===== src/rtl/galaga_pkg.sv =====
// Shared constants and types for the Galaga CPU interrupt/control latch bank.
// Holds latch offsets, default line/width constants and a scanline-match helper.
package galaga_pkg;

    localparam logic [2:0]  OFS_IE0  = 3'd0;
    localparam logic [2:0]  OFS_IE1  = 3'd1;
    localparam logic [2:0]  OFS_NE2  = 3'd2;
    localparam logic [2:0]  OFS_SRST = 3'd3;

    localparam logic [15:0] LATCH_BASE_DEF = 16'h6820;
    localparam logic [8:0]  NMI_LINE0_DEF  = 9'd64;
    localparam logic [8:0]  NMI_LINE1_DEF  = 9'd192;
    localparam logic [7:0]  NMI_WIDTH_DEF  = 8'd64;

    typedef struct packed {
        logic ie0;
        logic ie1;
        logic ne2_n;
        logic srst_n;
    } latch_t;

    localparam latch_t LATCH_RESET = '{ie0: 1'b0, ie1: 1'b0, ne2_n: 1'b0, srst_n: 1'b0};

    function automatic logic is_nmi_line(input logic [8:0] v,
                                         input logic [8:0] l0,
                                         input logic [8:0] l1);
        return (v == l0) || (v == l1);
    endfunction

endpackage


===== src/rtl/int_pulse.sv =====
// Reloadable down-counter pulse generator: trigger loads the width, kill zeroes it.
// The active output is registered and mirrors the post-edge count being nonzero.
module int_pulse #(
    parameter int W = 8
) (
    input  logic         clk,
    input  logic         rst,
    input  logic         trig,
    input  logic         kill,
    input  logic [W-1:0] width,
    output logic         active
);

    logic [W-1:0] cnt_r;
    logic [W-1:0] cnt_nxt_s;

    // Next count: kill beats trigger, trigger retriggers, otherwise count down to 0 and hold.
    always_comb begin
        cnt_nxt_s = cnt_r;
        if (kill) begin
            cnt_nxt_s = {W{1'b0}};
        end else if (trig) begin
            cnt_nxt_s = width;
        end else if (cnt_r != {W{1'b0}}) begin
            cnt_nxt_s = cnt_r - {{(W-1){1'b0}}, 1'b1};
        end else begin
            cnt_nxt_s = cnt_r;
        end
    end

    // Counter and registered pulse output.
    always_ff @(posedge clk) begin
        if (rst) begin
            cnt_r  <= {W{1'b0}};
            active <= 1'b0;
        end else begin
            cnt_r  <= cnt_nxt_s;
            active <= (cnt_nxt_s != {W{1'b0}});
        end
    end

endmodule


===== src/rtl/cpu_int_ctrl.sv =====
// Interrupt and sub-CPU control latch for the three-Z80 Galaga board.
// Decodes main-CPU latch writes and produces IRQ0/IRQ1 levels, the sound NMI pulse and SUBRST.
module cpu_int_ctrl
    import galaga_pkg::*;
#(
    parameter logic [15:0] LATCH_BASE = LATCH_BASE_DEF,
    parameter logic [8:0]  NMI_LINE0  = NMI_LINE0_DEF,
    parameter logic [8:0]  NMI_LINE1  = NMI_LINE1_DEF,
    parameter logic [7:0]  NMI_WIDTH  = NMI_WIDTH_DEF
) (
    input  logic        CLK,
    input  logic        RESET,
    input  logic        WR,
    input  logic [15:0] AD,
    input  logic [7:0]  DO,
    input  logic        VBLK,
    input  logic [8:0]  VCNT,
    output logic        IRQ0,
    output logic        IRQ1,
    output logic        NMI2,
    output logic        SUBRST
);

    latch_t     latch_r;
    latch_t     latch_nxt_s;
    logic       vblk_q;
    logic [8:0] vcnt_q;
    logic       irq0_r;
    logic       irq1_r;
    logic       subrst_r;
    logic       irq0_nxt_s;
    logic       irq1_nxt_s;
    logic       sel_s;
    logic       vb_rise_s;
    logic       line_hit_s;
    logic       nmi_kill_s;
    logic       unused_s;

    assign unused_s   = ^DO[7:1];
    assign sel_s      = WR && (AD[15:3] == LATCH_BASE[15:3]);
    assign vb_rise_s  = VBLK & ~vblk_q;
    assign line_hit_s = (VCNT != vcnt_q) & is_nmi_line(VCNT, NMI_LINE0, NMI_LINE1);

    // Latch write decode; a long WR simply rewrites the same value every cycle.
    always_comb begin
        latch_nxt_s = latch_r;
        if (sel_s) begin
            case (AD[2:0])
                OFS_IE0:  latch_nxt_s.ie0    = DO[0];
                OFS_IE1:  latch_nxt_s.ie1    = DO[0];
                OFS_NE2:  latch_nxt_s.ne2_n  = DO[0];
                OFS_SRST: latch_nxt_s.srst_n = DO[0];
                default:  latch_nxt_s        = latch_r;
            endcase
        end else begin
            latch_nxt_s = latch_r;
        end
    end

    // IRQ next state uses this cycle's written enables so a same-edge write wins over vb_rise.
    always_comb begin
        irq0_nxt_s = irq0_r;
        irq1_nxt_s = irq1_r;
        if (!latch_nxt_s.ie0) begin
            irq0_nxt_s = 1'b0;
        end else if (vb_rise_s) begin
            irq0_nxt_s = 1'b1;
        end else begin
            irq0_nxt_s = irq0_r;
        end
        if (!latch_nxt_s.ie1 || !latch_nxt_s.srst_n) begin
            irq1_nxt_s = 1'b0;
        end else if (vb_rise_s) begin
            irq1_nxt_s = 1'b1;
        end else begin
            irq1_nxt_s = irq1_r;
        end
    end

    assign nmi_kill_s = latch_nxt_s.ne2_n | ~latch_nxt_s.srst_n;

    // Latch bank, edge-detect history and registered interrupt outputs.
    always_ff @(posedge CLK) begin
        if (RESET) begin
            latch_r  <= LATCH_RESET;
            vblk_q   <= 1'b0;
            vcnt_q   <= 9'd0;
            irq0_r   <= 1'b0;
            irq1_r   <= 1'b0;
            subrst_r <= 1'b1;
        end else begin
            latch_r  <= latch_nxt_s;
            vblk_q   <= VBLK;
            vcnt_q   <= VCNT;
            irq0_r   <= irq0_nxt_s;
            irq1_r   <= irq1_nxt_s;
            subrst_r <= ~latch_nxt_s.srst_n;
        end
    end

    int_pulse #(.W(8)) u_nmi (
        .clk    (CLK),
        .rst    (RESET),
        .trig   (line_hit_s),
        .kill   (nmi_kill_s),
        .width  (NMI_WIDTH),
        .active (NMI2)
    );

    assign IRQ0   = irq0_r;
    assign IRQ1   = irq1_r;
    assign SUBRST = subrst_r;

endmodule


===== config.mk =====
export PLATFORM = sky130hd
export DESIGN_NAME = cpu_int_ctrl
export DESIGN_NICKNAME = d
export VERILOG_FILES = /design/src/rtl/galaga_pkg.sv /design/src/rtl/int_pulse.sv /design/src/rtl/cpu_int_ctrl.sv
export SDC_FILE = /design/constraint.sdc
export NUM_CORES = 1
export LEC_CHECK = 0
export CORE_MARGIN = 4
export CORE_UTILIZATION = 35
export DETAILED_ROUTE_END_ITERATION = 12
export HOLD_SLACK_MARGIN = 0.06
export PLACE_DENSITY = 0.73
export SYNTH_ARGS = -nofsm -noshare
export SYNTH_HDL_FRONTEND = slang
export SYNTH_SLANG_ARGS = --single-unit

===== constraint.sdc =====
create_clock -name CLK -period 2.4 [get_ports CLK]
set_clock_uncertainty 0.2 [all_clocks]
set_input_delay 0.48 -clock CLK [delete_from_list [all_inputs] [get_ports CLK]]
set_output_delay 0.48 -clock CLK [all_outputs]
set_load 0.02 [all_outputs]

==> run_results.csv, run 1 <==
group,metric,value,unit
status,status,"finished clean",
logic_synthesis,ys_async_sr_fraction,0,
logic_synthesis,synth_cells,131,
hold_path,holdPathStages,2,
final_layout,diodes,0,
final_layout,fin_nets,215,
die,core_area,0.003363,sq mm
timing,max_clock_freq,431.2,MHz
timing,tightest_slew,440.3,ps
die,die_w,67.19,um
global_routing,met2_usage,0.2368,
timing,final-setup-viol-count,0,
clocking,clk_path_buf_depth,2,
timing,rsz0062_at_grt,"false",
power_and_ir_drop,ir_drop,0.0002903,V
timing,setup_tns,0,ps
drt,drt-vias-per-instance,4.774,
hold_path,hold_path_startpoint,"latch_r[2]$_SDFF_PP0_",
logic_synthesis,synth_enable_flop_cells,0,
drt,dr.pass1.iters,4,
clocking,clk_pin_slew_worst_paths,140,ps
logic_synthesis,synth_cell_type_count,37,
power_and_ir_drop,power_density,441.0,mW/mm^2
global_routing,met1_usage,0.1677,
drt,drtAntennaViolNets,0,
logic_synthesis,avgSynthCellArea,9.360,sq um
timing,setup_ws,80.88,ps
die,chipHeight,67.19,um
logic_synthesis,yosysWarnings,0,
logic_synthesis,synth_top_area_share,0.4245,
die,start_util,0.3646,
drt,drtIter0Drc,36,
global_routing,grt-ovfl-total,0,
placed_design,dp_cells,216,
clocking,cts_tree,"yes",
worst_setup_path,cp_num_buf_inv,1,
placed_design,dp_hpwl,2.207,mm
power_and_ir_drop,clockPowerShare,0.294,
drt,wl,2.740,mm
worst_setup_path,worstSetupPathType,"in -> reg",
drt,avgRoutedWirePerCell,12.40,um
power_and_ir_drop,swShare,0.2232,
final_layout,final_cells,221,
logic_synthesis,yosys-top-cells-area,"dfxtp_1, xor2_1, nor2b_1",
worst_setup_path,cpMaxStageDelayCell,"or4b_4",
power_and_ir_drop,power_frac_comb,0.127,
global_routing,grt_use_total,0.1366,
global_routing,grt_pass1_vias,1096,
power_and_ir_drop,intPower,0.5958,mW
hold_path,worst_hold_path_type,"reg -> reg",
logic_synthesis,synth_top_flop_cell,"dfxtp_1",
worst_setup_path,crit_arrival,2380,ps
worst_setup_path,critPathMaxStageDelay,520,ps
logic_synthesis,synth_most_common_cell,"dfxtp_1",
worst_setup_path,crit_fanout,7,
timing,period_needed,2319,ps
logic_synthesis,yosysTopAreaCell,"dfxtp_1",
worst_setup_path,worst_setup_path_end_kind,"flip-flop",
power_and_ir_drop,finalPower,0.7670,mW
worst_setup_path,crit_chain,"dlygate4sd2_1, or4b_4, nor4_4, mux2i_1, or3b_4, a211oi_2",
worst_setup_path,reg2reg_from,"u_nmi.cnt_r[3]$_SDFF_PP0_",
logic_synthesis,synth-seq-area-share,0.4245,
global_routing,grt.met3_usage,0.03328,
clocking,clock_latency,330,ps
timing,max_slew_margin,0.7042,
global_routing,grt.busiest_layer,"met2",
die,die_area,0.004515,sq mm
clocking,htreeDepth,1,
placed_design,pre_cts_ws,-565.9,ps
global_routing,grt_pass1_wl,4.767,mm
worst_setup_path,critPathLaunchType,"input port",
logic_synthesis,syn_area,0.001226,sq mm
power_and_ir_drop,p_leak,0.6878,nW
drt,vias,1055,
power_and_ir_drop,power.switching,0.1712,mW
worst_setup_path,r2r_end,"u_nmi.active$_SDFF_PP0_",
global_routing,antenna_found_initial,0,
logic_synthesis,synth_seq_cells,26,
clocking,clock_sinks,26,
final_layout,drive_gt1_frac,0.1429,
logic_synthesis,synth_common_cells,"dfxtp_1, nor2_1, nor2b_1, xor2_1",
drt,drc_errors,0,
worst_setup_path,critPathRequiredTime,2460,ps
worst_setup_path,cpLargestDelayFamily,"simple AND/OR/NAND/NOR gates",
timing,hold_viol_final,0,
logic_synthesis,synth_nets,170,
die,ios,41,
timing,slew_violations,0,
placed_design,gp_congestion,0.7562,
placed_design,place.port_buffers,33,
clocking,cts_buffers,3,
run,max-cap-violations,0,
power_and_ir_drop,seq_power_share,0.579,
hold_path,hold_end,"latch_r[2]$_SDFF_PP0_",
clocking,clockRootBuffer,"clkbuf_4",
die,rows,21,
timing,min_period_over_period,0.9663,
final_layout,area_growth,41.84,%
worst_setup_path,r2r_cells,5,
worst_setup_path,r2r_slack,310,ps
global_routing,grt_max_degree,17,
==> power by group through the flow <==
stage	clock [mW]	sequential, mW	combinational, mW
CTS	0.234	0.444	0.0974
detailed placement	0	0.454	0.101
global route	0.251	0.445	0.106
floorplan	0	0.453	0.0306
global placement	0	0.453	0.0980
finish	0.225	0.444	0.0974
==> stage by stage <==
stage	util	hold WS (ps)	instance area [sq um]
detailed placement	0.5048	258.2	1698
CTS	0.5167	294.1	1738
finish	0.5171	290.0	1739
floorplan	-	243.6	1262
global placement	0.5048	252.9	1698
global route	0.5171	304.0	1739
==> flip-flops by register name (all words and copies together) (netlist names) <==
signal,count
IRQ0,1
u_nmi.cnt_r,8
vblk_q,1
vcnt_q,9
u_nmi.active,1
SUBRST,1
latch_r,4
IRQ1,1
==> layout make-up <==
class | count | area, sq um
inverter | 4 | 15.01
fill | 343 | 1624
multi-input combinational | 98 | 713.2
clock buffer | 4 | 36.28
timing repair buffer | 43 | 396.6
sequential | 26 | 520.5
tap | 46 | 57.56
==> worst max path at each step <==
stage               startpoint  slack [ps]                        end  cells after the start
floorplan                AD[2]          -9  u_nmi.cnt_r[1]$_SDFF_PP0_                      6
global placement         AD[2]        -500  u_nmi.cnt_r[1]$_SDFF_PP0_                      6
detailed placement       AD[2]        -570  u_nmi.cnt_r[1]$_SDFF_PP0_                      6
CTS                      AD[7]          20  u_nmi.cnt_r[1]$_SDFF_PP0_                      6
global route             AD[8]           8  u_nmi.cnt_r[1]$_SDFF_PP0_                      6
finish                   AD[8]          80  u_nmi.cnt_r[1]$_SDFF_PP0_                      6
==> cell usage in the layout (no fill, tap or decap), types with 3 or more instances in the layout <==
cell type / synthesis / layout
nand2_1: 7 / 7
nand2b_1: 4 / 4
clkbuf_4: 0 / 3
nor2_1: 14 / 14
xnor2_1: 3 / 3
nor3_2: 0 / 3
mux2i_1: 4 / 4
nor2b_1: 11 / 11
nor4_1: 4 / 4
nor3_1: 7 / 4
xor2_1: 11 / 11
dlygate4sd2_1: 0 / 7
dfxtp_1: 26 / 26
inv_1: 4 / 4
clkdlybuf4s50_1: 0 / 25
buf_4: 1 / 10
==> tightest hold or removal path, cell delays in order, from the launching register on <==
cell and delay (ps):
dfxtp_1 320, o21ai_1 60, a21oi_1 70
==> cell families after synthesis <==
family | after synthesis | share of synthesized area
buf+inv | 7 | 0.02550
compound gates | 11 | 0.06020
xor+xnor | 14 | 0.1000
fa+ha+maj | 2 | 0.02040
flops | 26 | 0.4245
simple gates | 67 | 0.3367
mux | 4 | 0.03265
==> per-layer routing <==
layer	vias up	routed length, um
met2	20	1352
met1	478	1257
met4	0	29
li1	553	-
met3	4	100
met5	-	0
==> what timing repair did <==
item	in CTS	in global routing
setup endpoints to repair	7	5
resized for setup	10	2
pin swaps	4	3
hold buffers	0	0
setup buffers	1	0
Power figures use the tool's default switching activity.
==> run 2: changes to the inputs <==
- CAP_MARGIN: default -> 20
- PLACE_DENSITY: 0.73 -> 0.71
- clock period: 2.4 -> 2.16 ns (I/O delays scaled with it)
==> run 2 against run 1 <==
Compared with the run above:
- power is 21% higher
- sequential power is 11% higher
- combinational power is 11% higher
- clock power is 44% higher
- worst hold slack better by 6.2 ps
- critical path type unchanged
- highest routed layer is now met3
==> run_results.csv, run 2 (synthesized netlist as in run 1, its figures left out) <==
group,metric,value,unit
status,status,"finished clean",
worst_setup_path,cp-endpoint,"u_nmi.cnt_r[1]$_SDFF_PP0_",
global_routing,grt_pass1_vias,1120,
worst_setup_path,r2r_slack,110,ps
timing,rsz0062_at_grt,"true",
final_layout,area_growth,43.78,%
global_routing,grt_max_degree,17,
power_and_ir_drop,p_leak,0.7142,nW
drt,wl,2.665,mm
drt,dr.pass1.iters,4,
worst_setup_path,worst_setup_path_end_kind,"flip-flop",
timing,tightest_slew,494.1,ps
drt,topRoutingLayerUsed,"met3",
final_layout,postLayoutCoreUtil,0.5242,
final_layout,fill_cells,338,
worst_setup_path,crit_arrival,2180,ps
timing,final-setup-viol-count,0,
timing,max_slew_margin,0.6681,
clocking,htreeDepth,1,
clocking,clk_path_buf_depth,2,
worst_setup_path,startpoint,"AD[8]",
worst_setup_path,crit_fanout,7,
final_layout,final_cells,223,
drt,wl_met3,129,um
final_layout,fin_area,0.001763,sq mm
clocking,cts_post_setup_buffers_inserted,0,
drt,vias,1094,
global_routing,antenna_found_initial,0,
power_and_ir_drop,finalPower,0.9255,mW
final_layout,largestRegisters,"vcnt_q: 9 flops, u_nmi.cnt_r: 8 flops, latch_r: 4 flops",
final_layout,ff_latch_area,520.5,sq um
drt,met1_length,1.113,mm
clocking,clock_sinks,26,
drt,drt-vias-per-instance,4.906,
final_layout,diodes,0,
hold_path,worst_hold_path_type,"reg -> reg",
placed_design,dp_cells,219,
final_layout,regMostFlops,"vcnt_q",
placed_design,place.port_buffers,33,
timing,setup_ws,18.60,ps
drt,drc_errors,0,
final_layout,multiInputGateArea,729.5,sq um
worst_setup_path,r2r_cells,5,
clocking,cts_tree,"yes",
placed_design,gp_congestion,0.7764,
timing,fin_hold_ws,296.2,ps
timing,hold_viol_final,0,
placed_design,dp_hpwl,2.245,mm
clocking,cts_buffers,3,
worst_setup_path,critPathLaunchType,"input port",
run,max-cap-violations,0,
clocking,clock_latency,320,ps
final_layout,drive_gt1_frac,0.1977,
final_layout,final_common_cell,"dfxtp_1",
worst_setup_path,reg2reg_from,"u_nmi.cnt_r[3]$_SDFF_PP0_",
global_routing,grt_pass1_wl,4.595,mm
timing,setup_tns,0,ps
global_routing,grt-ovfl-total,0,
die,die_w,67.19,um
clocking,clockRootBuffer,"clkbuf_4",
worst_setup_path,worstSetupPathType,"in -> reg",
drt,dr_wl_met2,1.422,mm
drt,drtAntennaViolNets,0,
worst_setup_path,critPathRequiredTime,2200,ps
global_routing,grt_use_total,0.1286,
timing,period_needed,2141,ps
drt,drtIter0Drc,39,
die,die_area,0.004515,sq mm
power_and_ir_drop,power_density,525.0,mW/mm^2
clocking,clk_pin_slew_worst_paths,140,ps
timing,min_period_over_period,0.9914,
drt,avgRoutedWirePerCell,11.95,um
final_layout,largest_reg_flops,9,
die,core_area,0.003363,sq mm
die,ios,41,
placed_design,placed_area,0.001720,sq mm
timing,slew_violations,0,
worst_setup_path,r2r_end,"u_nmi.active$_SDFF_PP0_",
final_layout,final_cell_mix,"dfxtp_1, clkdlybuf4s50_1, nor2_1, buf_4",
die,rows,21,
die,chipHeight,67.19,um
die,start_util,0.3646,
power_and_ir_drop,ir_drop,0.0002825,V
placed_design,pre_cts_ws,-730.7,ps
timing,max_clock_freq,467.0,MHz
final_layout,fin_nets,217,
==> run 2: cell type report <==
class	instances	share of cell area
Inverter	4	0.008517
Clock buffer	3	0.01278
Sequential cell	26	0.2952
Tap cell	46	0.03265
Multi-Input combinational cell	98	0.4138
Timing Repair Buffer	45	0.2200
Clock inverter	1	0.01703
==> run 2: repair_timing <==
item                                    CTS  global route
hold buffers                              0             0
endpoints found under the setup margin   12             4
gates resized for setup                  36             4
endpoints found under the hold margin     0             0
pin swaps                                 6             3
==> run 2: report_power, final <==
| group | switching, mW | total (mW) | internal (mW) |
|---|---|---|---|
| combinational | 0.0397 | 0.108 | 0.0678 |
| sequential | 0.00386 | 0.493 | 0.490 |
| clock | 0.137 | 0.325 | 0.187 |
==> run 2: worst max-delay path, cell delays in order <==
cell	delay, ps
buf_6	90
or4b_4	530
nor4_4	250
mux2i_1	260
or3b_4	460
a211oi_2	150
==> run 2: how the worst min path moves through the flow <==
stage	slack [ps]	to	start	depth (start not counted)
after floorplan	240	latch_r[2]$_SDFF_PP0_	latch_r[2]$_SDFF_PP0_	2
after detailed placement	270	IRQ0$_SDFFE_PP0P_	IRQ0$_SDFFE_PP0P_	1
after CTS	300	latch_r[2]$_SDFF_PP0_	latch_r[2]$_SDFF_PP0_	2
after global routing	330	latch_r[2]$_SDFF_PP0_	latch_r[2]$_SDFF_PP0_	2
after global placement	250	IRQ0$_SDFFE_PP0P_	IRQ0$_SDFFE_PP0P_	1
final	300	latch_r[3]$_SDFF_PP0_	latch_r[3]$_SDFF_PP0_	2
==> run 2: metal layers <==
metal  vias to the layer above  track usage
met5                         -            0
met3                         0      0.02995
met2                        26       0.2417
met1                       514       0.1471
met4                         0      0.02532
li1                        554            -
